## src/rtl/val_rdy_queue.sv

```systemverilog
// val_rdy_queue
//   Synchronous FIFO with valid/ready handshakes on both ends. Producers
//   enqueue only while o_enq_rdy is high and consumers dequeue only while
//   o_deq_val is high. There is no bypass path (empty queue) and no pipe path
//   (full queue), so every status output depends on registered state alone.
//
// Parameters
//   p_nbits        message width in bits
//   p_num_entries  queue depth, a power of two and at least 2
//
// Ports
//   i_clk       clock, all state updates on the rising edge
//   i_rst       synchronous active-low reset
//   i_enq_val   producer presents a message
//   o_enq_rdy   queue has a free entry
//   i_enq_msg   enqueue message
//   o_deq_val   queue holds at least one message
//   i_deq_rdy   consumer accepts the head message
//   o_deq_msg   message at the head of the queue
//   o_num_free  number of empty entries

module val_rdy_queue #(
  parameter int p_nbits       = 32,
  parameter int p_num_entries = 2
) (
  input  logic                             i_clk,
  input  logic                             i_rst,
  input  logic                             i_enq_val,
  output logic                             o_enq_rdy,
  input  logic [p_nbits-1:0]               i_enq_msg,
  output logic                             o_deq_val,
  input  logic                             i_deq_rdy,
  output logic [p_nbits-1:0]               o_deq_msg,
  output logic [$clog2(p_num_entries):0]   o_num_free
);

  localparam int c_pw = $clog2(p_num_entries);
  localparam logic [c_pw:0] c_depth = (c_pw + 1)'(p_num_entries);

  logic [p_nbits-1:0] r_entries [p_num_entries];
  logic [c_pw-1:0]    r_enq_ptr;
  logic [c_pw-1:0]    r_deq_ptr;
  logic [c_pw:0]      r_count;

  logic w_enq_fire;
  logic w_deq_fire;

  assign o_enq_rdy  = (r_count != c_depth);
  assign o_deq_val  = (r_count != '0);
  assign o_num_free = c_depth - r_count;
  assign o_deq_msg  = r_entries[r_deq_ptr];

  assign w_enq_fire = i_enq_val & o_enq_rdy;
  assign w_deq_fire = i_deq_rdy & o_deq_val;

  // Pointer and occupancy state. Depth is a power of two, so the pointers
  // wrap from N-1 to 0 by plain overflow.
  always_ff @(posedge i_clk) begin
    if (!i_rst) begin
      r_enq_ptr <= '0;
      r_deq_ptr <= '0;
      r_count   <= '0;
    end else begin
      if (w_enq_fire) r_enq_ptr <= r_enq_ptr + c_pw'(1);
      if (w_deq_fire) r_deq_ptr <= r_deq_ptr + c_pw'(1);
      if (w_enq_fire && !w_deq_fire)      r_count <= r_count + (c_pw + 1)'(1);
      else if (w_deq_fire && !w_enq_fire) r_count <= r_count - (c_pw + 1)'(1);
    end
  end

  // Storage carries no reset; contents behind the pointers are don't-care.
  // The write is still gated by reset so a discarded enqueue never lands.
  always_ff @(posedge i_clk) begin
    if (i_rst && w_enq_fire) r_entries[r_enq_ptr] <= i_enq_msg;
  end

endmodule

```

## config.mk

```make
export PLATFORM = sky130hd
export DESIGN_NAME = val_rdy_queue
export DESIGN_NICKNAME = d
export VERILOG_FILES = /design/src/rtl/val_rdy_queue.sv
export SDC_FILE = /design/constraint.sdc
export NUM_CORES = 1
export LEC_CHECK = 0
export ABC_AREA = 1
export BUFFER_PORTS_ARGS = -buffer_cell sky130_fd_sc_hd__buf_2
export CAP_MARGIN = 20
export CORE_ASPECT_RATIO = 0.5
export CORE_MARGIN = 2
export CORE_UTILIZATION = 56
export CTS_CLUSTER_SIZE = 25
export DETAILED_ROUTE_END_ITERATION = 6
export PLACE_DENSITY = 0.84
export REMOVE_ABC_BUFFERS = 1
export SETUP_SLACK_MARGIN = 0.1
export SLEW_MARGIN = 20
export SYNTH_ARGS = -nofsm -noshare
export SYNTH_HDL_FRONTEND = slang
export SYNTH_SLANG_ARGS = --single-unit
```

## constraint.sdc

```tcl
create_clock -name i_clk -period 7.09 [get_ports i_clk]
set_input_delay 0 -clock i_clk [delete_from_list [all_inputs] [get_ports i_clk]]
set_output_delay 0 -clock i_clk [all_outputs]
set_load 0.03 [all_outputs]
```

==> After elaboration in Yosys (flattened, before gate mapping) <==
Memories as Yosys holds them, arrays and structs flattened. A register that Yosys moved wholly into a read port is not among the register bits.
Index checks and enable logic that the tools add are counted.
{ "totals": {"register_bits": 4, "memories": 1, "output_inout_bits": 36, "in_bits": 36, "mem_bits_rw": 64} }
{ "memory_table": {"columns": ["memory", "words", "word_bits", "read_ports", "rd_ports_with_merged_regs", "write_ports", "line_no", "rtl"], "rows": [
  ["r_entries", 2, 32, 1, 1, 1, "40", "logic [p_nbits-1:0] r_entries [p_num_entries];"]
]} }
{ "op_classes": {"n_addsub": 5, "eq_ne": 1, "muxes": 6, "reduce_logical": 7, "bitwise_logic": 2} }
{ "ops": {"columns": ["cell", "n"], "rows": [
  ["$mux 1", 4],
  ["$mux 2", 2],
  ["$reduce_bool 2->1", 2],
  ["$logic_and 1x1->1", 3],
  ["$add 1x1->1 const B", 2],
  ["$add 2x1->2 const B", 1],
  ["$and 1x1->1", 2],
  ["$logic_not 1->1", 2],
  ["$ne 2x2->1 const B", 1],
  ["$sub 2x1->2 const B", 1],
  ["$sub 2x2->2 const A", 1]
]} }

==> Logic depth before layout (Yosys ltp) <==
Gate-level depths: netlist (run 1).
{ "logic_depth": {"word_depth": 6, "mapped_depth": 12} }

==> Worst setup path before layout (run 1) <==
Ideal clock, no wire load.
{ "synth_timing": {"path_type": "register to register", "startpoint": "reg r_count[0]", "endpoint": "mem r_entries[1][0] (enable)", "setup_slack_ps": 3471, "required_ps": 6629, "n_path_buf": 0, "t_arrival_ps": 3158, "period_less_slack_ps": 3619, "path_stages_with_launch": 6, "cell_sequence": "dfxtp_1 -> inv_1 -> ha_1 -> inv_1 -> nand2_1 -> nor3_1"} }
{ "synth_via": {"elab_chain_len": 5} }
{ "synth_lines": {"columns": ["element", "line_no", "rtl"], "rows": [
  ["start: declaration", "43", "logic [c_pw:0] r_count;"],
  ["start signal: assignment", "66", "if (w_enq_fire && !w_deq_fire) r_count <= r_count + (c_pw + 1)'(1);"],
  ["start signal: assignment", "67", "else if (w_deq_fire && !w_enq_fire) r_count <= r_count - (c_pw + 1)'(1);"],
  ["$ne 2x2->1", "48", "assign o_enq_rdy = (r_count != c_depth);"],
  ["named net o_enq_rdy", "29", "output logic o_enq_rdy,"],
  ["$and 1x1->1", "53", "assign w_enq_fire = i_enq_val & o_enq_rdy;"],
  ["$logic_and 1x1->1", "74", "if (i_rst && w_enq_fire) r_entries[r_enq_ptr] <= i_enq_msg;"],
  ["$mux 1", "74", null],
  ["$mux 1 (not written as such)", "74", null],
  ["end: declaration", "40", null]
]} }
The timed path passes the listed nets, and every way through them passes these cells.

==> Worst setup path after layout (run 1) <==
{ "layout_timing": {"startpoint": "reg r_count[0]", "endpoint": "mem r_entries[0][3] (enable)"} }
{ "layout_via": {"elab_chain_len": 5} }
{ "layout_lines": {"columns": ["element", "line_no", "rtl"], "rows": [
  ["$ne 2x2->1", "48", null],
  ["$and 1x1->1", "53", null],
  ["named net w_enq_fire", "45", "logic w_enq_fire;"],
  ["$logic_and 1x1->1", "74", null],
  ["$mux 1", "74", null],
  ["$mux 1 (not written as such)", "74", null]
]} }
The timed path passes the listed nets, and every way through them passes these cells.

==> impl_metrics.toml, run 1 <==
[die]
die_y_um = 53.44
dieArea_um2 = 5498
boundaryPins = 72
row_count = 17
die_x_um = 102.9
start_util_pct = 60.14
core_area_um2 = 4552

[final_layout]
areaGrowthSynthToFinish_pct = 33.87
fin_nets = 290
insertedDiodeCount = 0
drive_above_1_share_pct = 47.27
nFillCells = 260
final_area_um2 = 3665
register_area_um2 = 2023
postLayoutCoreUtil_pct = 80.51
multi_input_area_um2 = 608.1

[yosys]
ys.flop_type = "edfxtp_1"
synthCells = 139
ys_async_sr_fraction_pct = 0
synthTopCellsByArea = "edfxtp_1 (70%), mux2_4 (16%), dfxtp_1 (3.7%)"
ys_seq_area_share_pct = 73.86
avgSynthCellArea_um2 = 19.70
syn-cell-area_um2 = 2738
synth.most_common_cell = "edfxtp_1"
synth_edf_count = 64
synth_area_leader_cell = "edfxtp_1"
synth_common_cells = "edfxtp_1 (64), mux2_4 (30), inv_1 (11)"
ys_ff_latch = 69
yosys_warnings = 0
ys_types = 17
netlist.area_leader.share_pct = 70.20

[critical_path]
reg2reg_to = "r_entries[0][3]$_DFFE_PP_"
reg2reg_depth = 7
regToRegSetupSlack_ps = 4970
cp.depth = 7
required_ps = 7040
crit_start = "r_count[0]$_SDFFE_PN0P_"
path_cells = "inv_1 > ha_1 > inv_1 > nand2_1 > inv_1 > nand2_1 > nor2_4"
cp.arrival_ps = 2070
cp_max_fo = 32
cp-endpoint = "r_entries[0][3]$_DFFE_PP_"
crit_buf_inv = 3
reg2reg_from = "r_count[0]$_SDFFE_PN0P_"
cpPeakStageDelay_ps = 720
end_kind = "flop"
crit_path_frequent_cell = "inv_1"
crit_family = "simple AND/OR/NAND/NOR gates"
cpMaxStageDelayCell = "nor2_4"
critical_path_class = "reg2reg"
start_kind = "flop"

[power_and_ir_drop]
p_leak_nw = 1.493
p_switching_uw = 404.9
powerDensity_nw_per_um2 = 344.1
swShare_pct = 32.11
p_int_uw = 856.3
pwr-share-seq_pct = 42.6
clkPwrFrac_pct = 26.1
comb_power_share_pct = 31.3
ir_drop_v = 0.0003390

[clocking]
ctsHoldBuffers = 34
insertion_delay_ps = 330
post_cts_resized = 0
cts-root-buf = "clkbuf_8"
cts_tree = "done"
htreeDepth = 3
clockBufferDepth = 2
post_cts_buffers = 0
numCtsBuffers = 9
cts.sinks = 69
clk_pin_slew_ps = 70

[sta]
slew_viol_final = 0
finalCritPeriodShare_pct = 29.84
fin_skew_ps = 6.638
worst_pin_slew_ps = 1060
finalHoldViolCount = 0
setup_tns_ps = 0
fin_crit_ps = 2116
rsz0062_at_grt = "false"
timing.fmax_mhz = 472.6
worst_slack_ps = 4974
final-setup-viol-count = 0
maxSlewHeadroom_pct = 29.35

[detailed_routing]
routed-via-count = 1535
via_per_inst = 4.767
wl_per_cell_um = 14.78
postRouteAntennaNets = 0
drc = 0
first_pass_iters = 4
drt_iter0_drc = 90
wl_um = 4759

[place]
dp_hpwl_um = 2817
dpl_cell_area_um2 = 3118
io_buffer_count = 71
dp_worst_setup_slack_ps = 5000
gp_congestion = 0.6155

[global_routing]
overflow = 0
grt_max_degree = 33
antenna_found_initial = 0
grt_pass1_wl_um = 6941
track_usage_pct = 18.49
grt_pass1_vias = 1465

[job]
drv_cap = 0

[worst_hold_path]
hp-class = "in2reg"

[status]
outcome = "complete, no violations"
==> power by group through the flow <==
| stage | clock, mW | combinational [mW] | sequential, mW |
|---|---|---|---|
| 5_1_grt | 0.351 | 0.417 | 0.543 |
| 2_1_floorplan | 0 | 0.288 | 0.541 |
| 6_report | 0.329 | 0.395 | 0.537 |
| 3_5_place_dp | 0 | 0.381 | 0.546 |
| 4_1_cts | 0.333 | 0.396 | 0.537 |
| 3_3_place_gp | 0 | 0.372 | 0.543 |
==> through the flow <==
stage,hold slack (ps),total power [mW],instances
finish,73.11,1.261,322
global route,99.56,1.311,322
CTS,68.04,1.266,322
detailed placement,191.2,0.9262,272
global placement,189.0,0.9148,272
floorplan,98.87,0.8285,134
==> worst min path at each step <==
stage	start	to	slack [ps]	cells past startpoint
after floorplan	i_enq_msg[0]	r_entries[0][0]$_DFFE_PP_	100	0
final	i_deq_rdy	r_deq_ptr$_SDFFE_PN0P_	70	4
after detailed placement	i_enq_msg[29]	r_entries[0][29]$_DFFE_PP_	190	1
after CTS	i_deq_rdy	r_deq_ptr$_SDFFE_PN0P_	70	4
after global routing	i_deq_rdy	r_deq_ptr$_SDFFE_PN0P_	100	4
after global placement	i_enq_msg[17]	r_entries[1][17]$_DFFE_PP_	190	1
==> metal layers <==
layer | GRT usage [%] | up-vias | part of all wire [%]
met5 | 0 | - | 0
met4 | 8.772 | 0 | 1.8
li1 | - | 735 | -
met3 | 6.737 | 7 | 5.6
met2 | 33.01 | 46 | 51
met1 | 19.91 | 747 | 42
==> sequential cells by signal (all words and copies together) (netlist names), named ones only <==
register,cells
r_entries,64
r_count,2
r_deq_ptr,1
r_enq_ptr,1
==> cells by family (layout without fill, tap and decap cells) <==
family,Yosys count,after routing,synth area share [%]
compound gates,3,3,0.5483
xor+xnor,1,1,0.3200
fa+ha+maj,3,3,1.371
buf+inv,16,133,4.388
flops,69,69,73.86
mux,32,32,17.28
simple gates,15,15,2.239
==> area by class of cell <==
class | instances | share of cell area, %
well taps | 66 | 2.253
inverters | 11 | 1.127
clock buffers | 11 | 3.585
repair buffers | 106 | 19.19
clock inverters | 5 | 2.048
flip-flops and latches | 69 | 55.21
multi-input cells | 54 | 16.59
==> cells in the final DEF (no fill, tap or decap) <==
master / n
a21oi_1: 2
buf_2: 71
buf_4: 1
bufinv_16: 2
clkbuf_1: 2
clkbuf_8: 9
clkinv_2: 3
dfxtp_1: 4
dfxtp_2: 1
dlygate4sd3_1: 34
edfxtp_1: 64
ha_1: 3
inv_1: 11
mux2_2: 2
mux2_4: 30
nand2_1: 8
nand3_1: 1
nand4_1: 1
nor2_1: 3
nor2_4: 1
nor3_2: 1
o21ai_0: 1
xor2_1: 1
==> worst register-to-register path, stage by stage, from the launching register on <==
cell and delay (ps):
dfxtp_1 340, inv_1 100, ha_1 200, inv_1 70, nand2_1 90, inv_1 100
nand2_1 110, nor2_4 720
(Power assumes the default switching activity.)
==> run 2, diff against run 1 <==
--- a/config.mk
+++ b/config.mk
@@ -10,10 +10,10 @@
 export CAP_MARGIN = 20
 export CORE_ASPECT_RATIO = 0.5
 export CORE_MARGIN = 2
-export CORE_UTILIZATION = 56
+export CORE_UTILIZATION = 52
 export CTS_CLUSTER_SIZE = 25
 export DETAILED_ROUTE_END_ITERATION = 6
-export PLACE_DENSITY = 0.84
+export PLACE_DENSITY = 0.79
 export REMOVE_ABC_BUFFERS = 1
 export SETUP_SLACK_MARGIN = 0.1
 export SLEW_MARGIN = 20
==> constraint.sdc (replaced) <==
create_clock -name i_clk -period 2.11 [get_ports i_clk]
set_input_delay 0 -clock i_clk [delete_from_list [all_inputs] [get_ports i_clk]]
set_output_delay 0 -clock i_clk [all_outputs]
set_load 0.03 [all_outputs]
==> impl_metrics.toml, run 2 (synthesis results as in run 1) <==
[detailed_routing]
wl_um = 5707
drt_iter0_drc = 72
via_per_inst = 4.876
first_pass_iters = 4
wl_per_cell_um = 17.29
postRouteAntennaNets = 0
routed-via-count = 1609
drc = 0

[global_routing]
grt_most_used_layer = "met2"
grtUsageMet1_pct = 20.55
met2_usage_pct = 36.03
grt_pass1_wl_um = 8493
grt_max_degree = 33
overflow = 0
track_usage_pct = 20.06
grt_pass1_vias = 1654
antenna_found_initial = 2
use_met3_pct = 8.501

[place]
dpl_cell_area_um2 = 3183
dp_hpwl_um = 2901
io_buffer_count = 71
dp_worst_setup_slack_ps = 440.1
gp_congestion = 0.7332

[power_and_ir_drop]
p_leak_nw = 1.514
powerDensity_nw_per_um2 = 1168
ir_drop_v = 0.001074

[sta]
finalCritPeriodShare_pct = 81.44
worst_slack_ps = 391.7
timing.fmax_mhz = 582.0
slew_viol_final = 0
worst_pin_slew_ps = 336.3
final-setup-viol-count = 0
finalHoldViolCount = 0
rsz0062_at_grt = "false"
setup_tns_ps = 0
fin_skew_ps = 12.51
maxSlewHeadroom_pct = 77.58
hold_slack_ps = 59.70
fin_crit_ps = 1718

[final_layout]
multi_input_area_um2 = 608.1
drive_above_1_share_pct = 48.06
postLayoutCoreUtil_pct = 74.50
register_area_um2 = 2023
final_area_um2 = 3725
layout_commonest_cell = "buf_2"
mostFrequentLayoutCells = "buf_2 (71), edfxtp_1 (64), dlygate4sd3_1 (33)"
largest_reg_flops = 64
areaGrowthSynthToFinish_pct = 36.06
nFillCells = 291
top_register = "r_entries"
fin_nets = 292
top_regs = "r_entries (64), r_count (2)"

[clocking]
clk_pin_slew_ps = 70
cts-root-buf = "clkbuf_8"
htreeDepth = 3
cts_tree = "done"
clockBufferDepth = 2
insertion_delay_ps = 340
post_cts_resized = 0
cts.sinks = 69
numCtsBuffers = 9
post_cts_buffers = 0

[critical_path]
cp.arrival_ps = 1750
regToRegSetupSlack_ps = 390
required_ps = 2140
cp_max_fo = 32
end_kind = "flop"
start_kind = "flop"
critical_path_class = "reg2reg"

[job]
drv_cap = 0

[die]
boundaryPins = 72
dieArea_um2 = 5896
core_area_um2 = 5000
row_count = 18
die_x_um = 106.6
die_y_um = 55.31
start_util_pct = 54.75

[status]
outcome = "complete, no violations"

[worst_hold_path]
hp-class = "in2reg"
==> run 2: cell count changes in the layout (fill, tap and decap cells not counted) <==
cell / previous run / this run
buf_12: 0 / 3
diode_2: 0 / 2
dlygate4sd3_1: 34 / 33
==> run 2: final timing paths <==
check / start / endpoint / cells after the start
max reg2reg: r_count[0]$_SDFFE_PN0P_ / r_entries[0][23]$_DFFE_PP_ / 8
min: i_enq_val / r_enq_ptr$_SDFFE_PN0P_ / 4
max: r_count[0]$_SDFFE_PN0P_ / r_entries[0][23]$_DFFE_PP_ / 8
min reg2reg: r_enq_ptr$_SDFFE_PN0P_ / r_enq_ptr$_SDFFE_PN0P_ / 2
==> run 2: layout make-up <==
class,count,share of cell area [%]
sequential,69,54.32
timing repair buffer,108,20.22
multi-input combinational,54,16.33
clock buffer,11,3.527
tap,70,2.351
clock inverter,5,2.015
inverter,11,1.108
antenna,2,0.1344
==> run 2: where the power goes <==
group          switching (mW)  leakage [nW]  internal [mW]
Combinational           0.891         0.779          0.606
Clock                   0.463         0.107          0.660
Sequential             0.0870         0.628           1.64
==> run 2: metrics by stage <==
| stage | total power [mW] | std cells |
|---|---|---|
| after global placement | 3.127 | 279 |
| after global routing | 4.520 | 330 |
| after floorplan | 2.784 | 134 |
| after CTS | 4.327 | 328 |
| final | 4.351 | 330 |
| after detailed placement | 3.172 | 279 |
==> run 2: per-layer routing <==
| layer | wire (um) | vias to the layer above |
|---|---|---|
| li1 | - | 747 |
| met1 | 2045 | 792 |
| met2 | 3153 | 56 |
| met3 | 374 | 14 |
| met4 | 133 | 0 |
| met5 | 0 | - |
==> run 2: repair_timing <==
| item | 4_1_cts | 5_1_grt |
|---|---|---|
| endpoints found under the hold margin | 66 | 0 |
| setup endpoints to repair | 0 | 0 |
| hold buffers | 33 | 0 |
==> run 2: worst max-delay path: stages, from the launching register on <==
cell	delay [ps]
dfxtp_1	370
inv_1	110
ha_1	200
inv_1	60
nand2_1	100
inv_1	100
nand2_1	110
nor2_4	120
buf_12	220
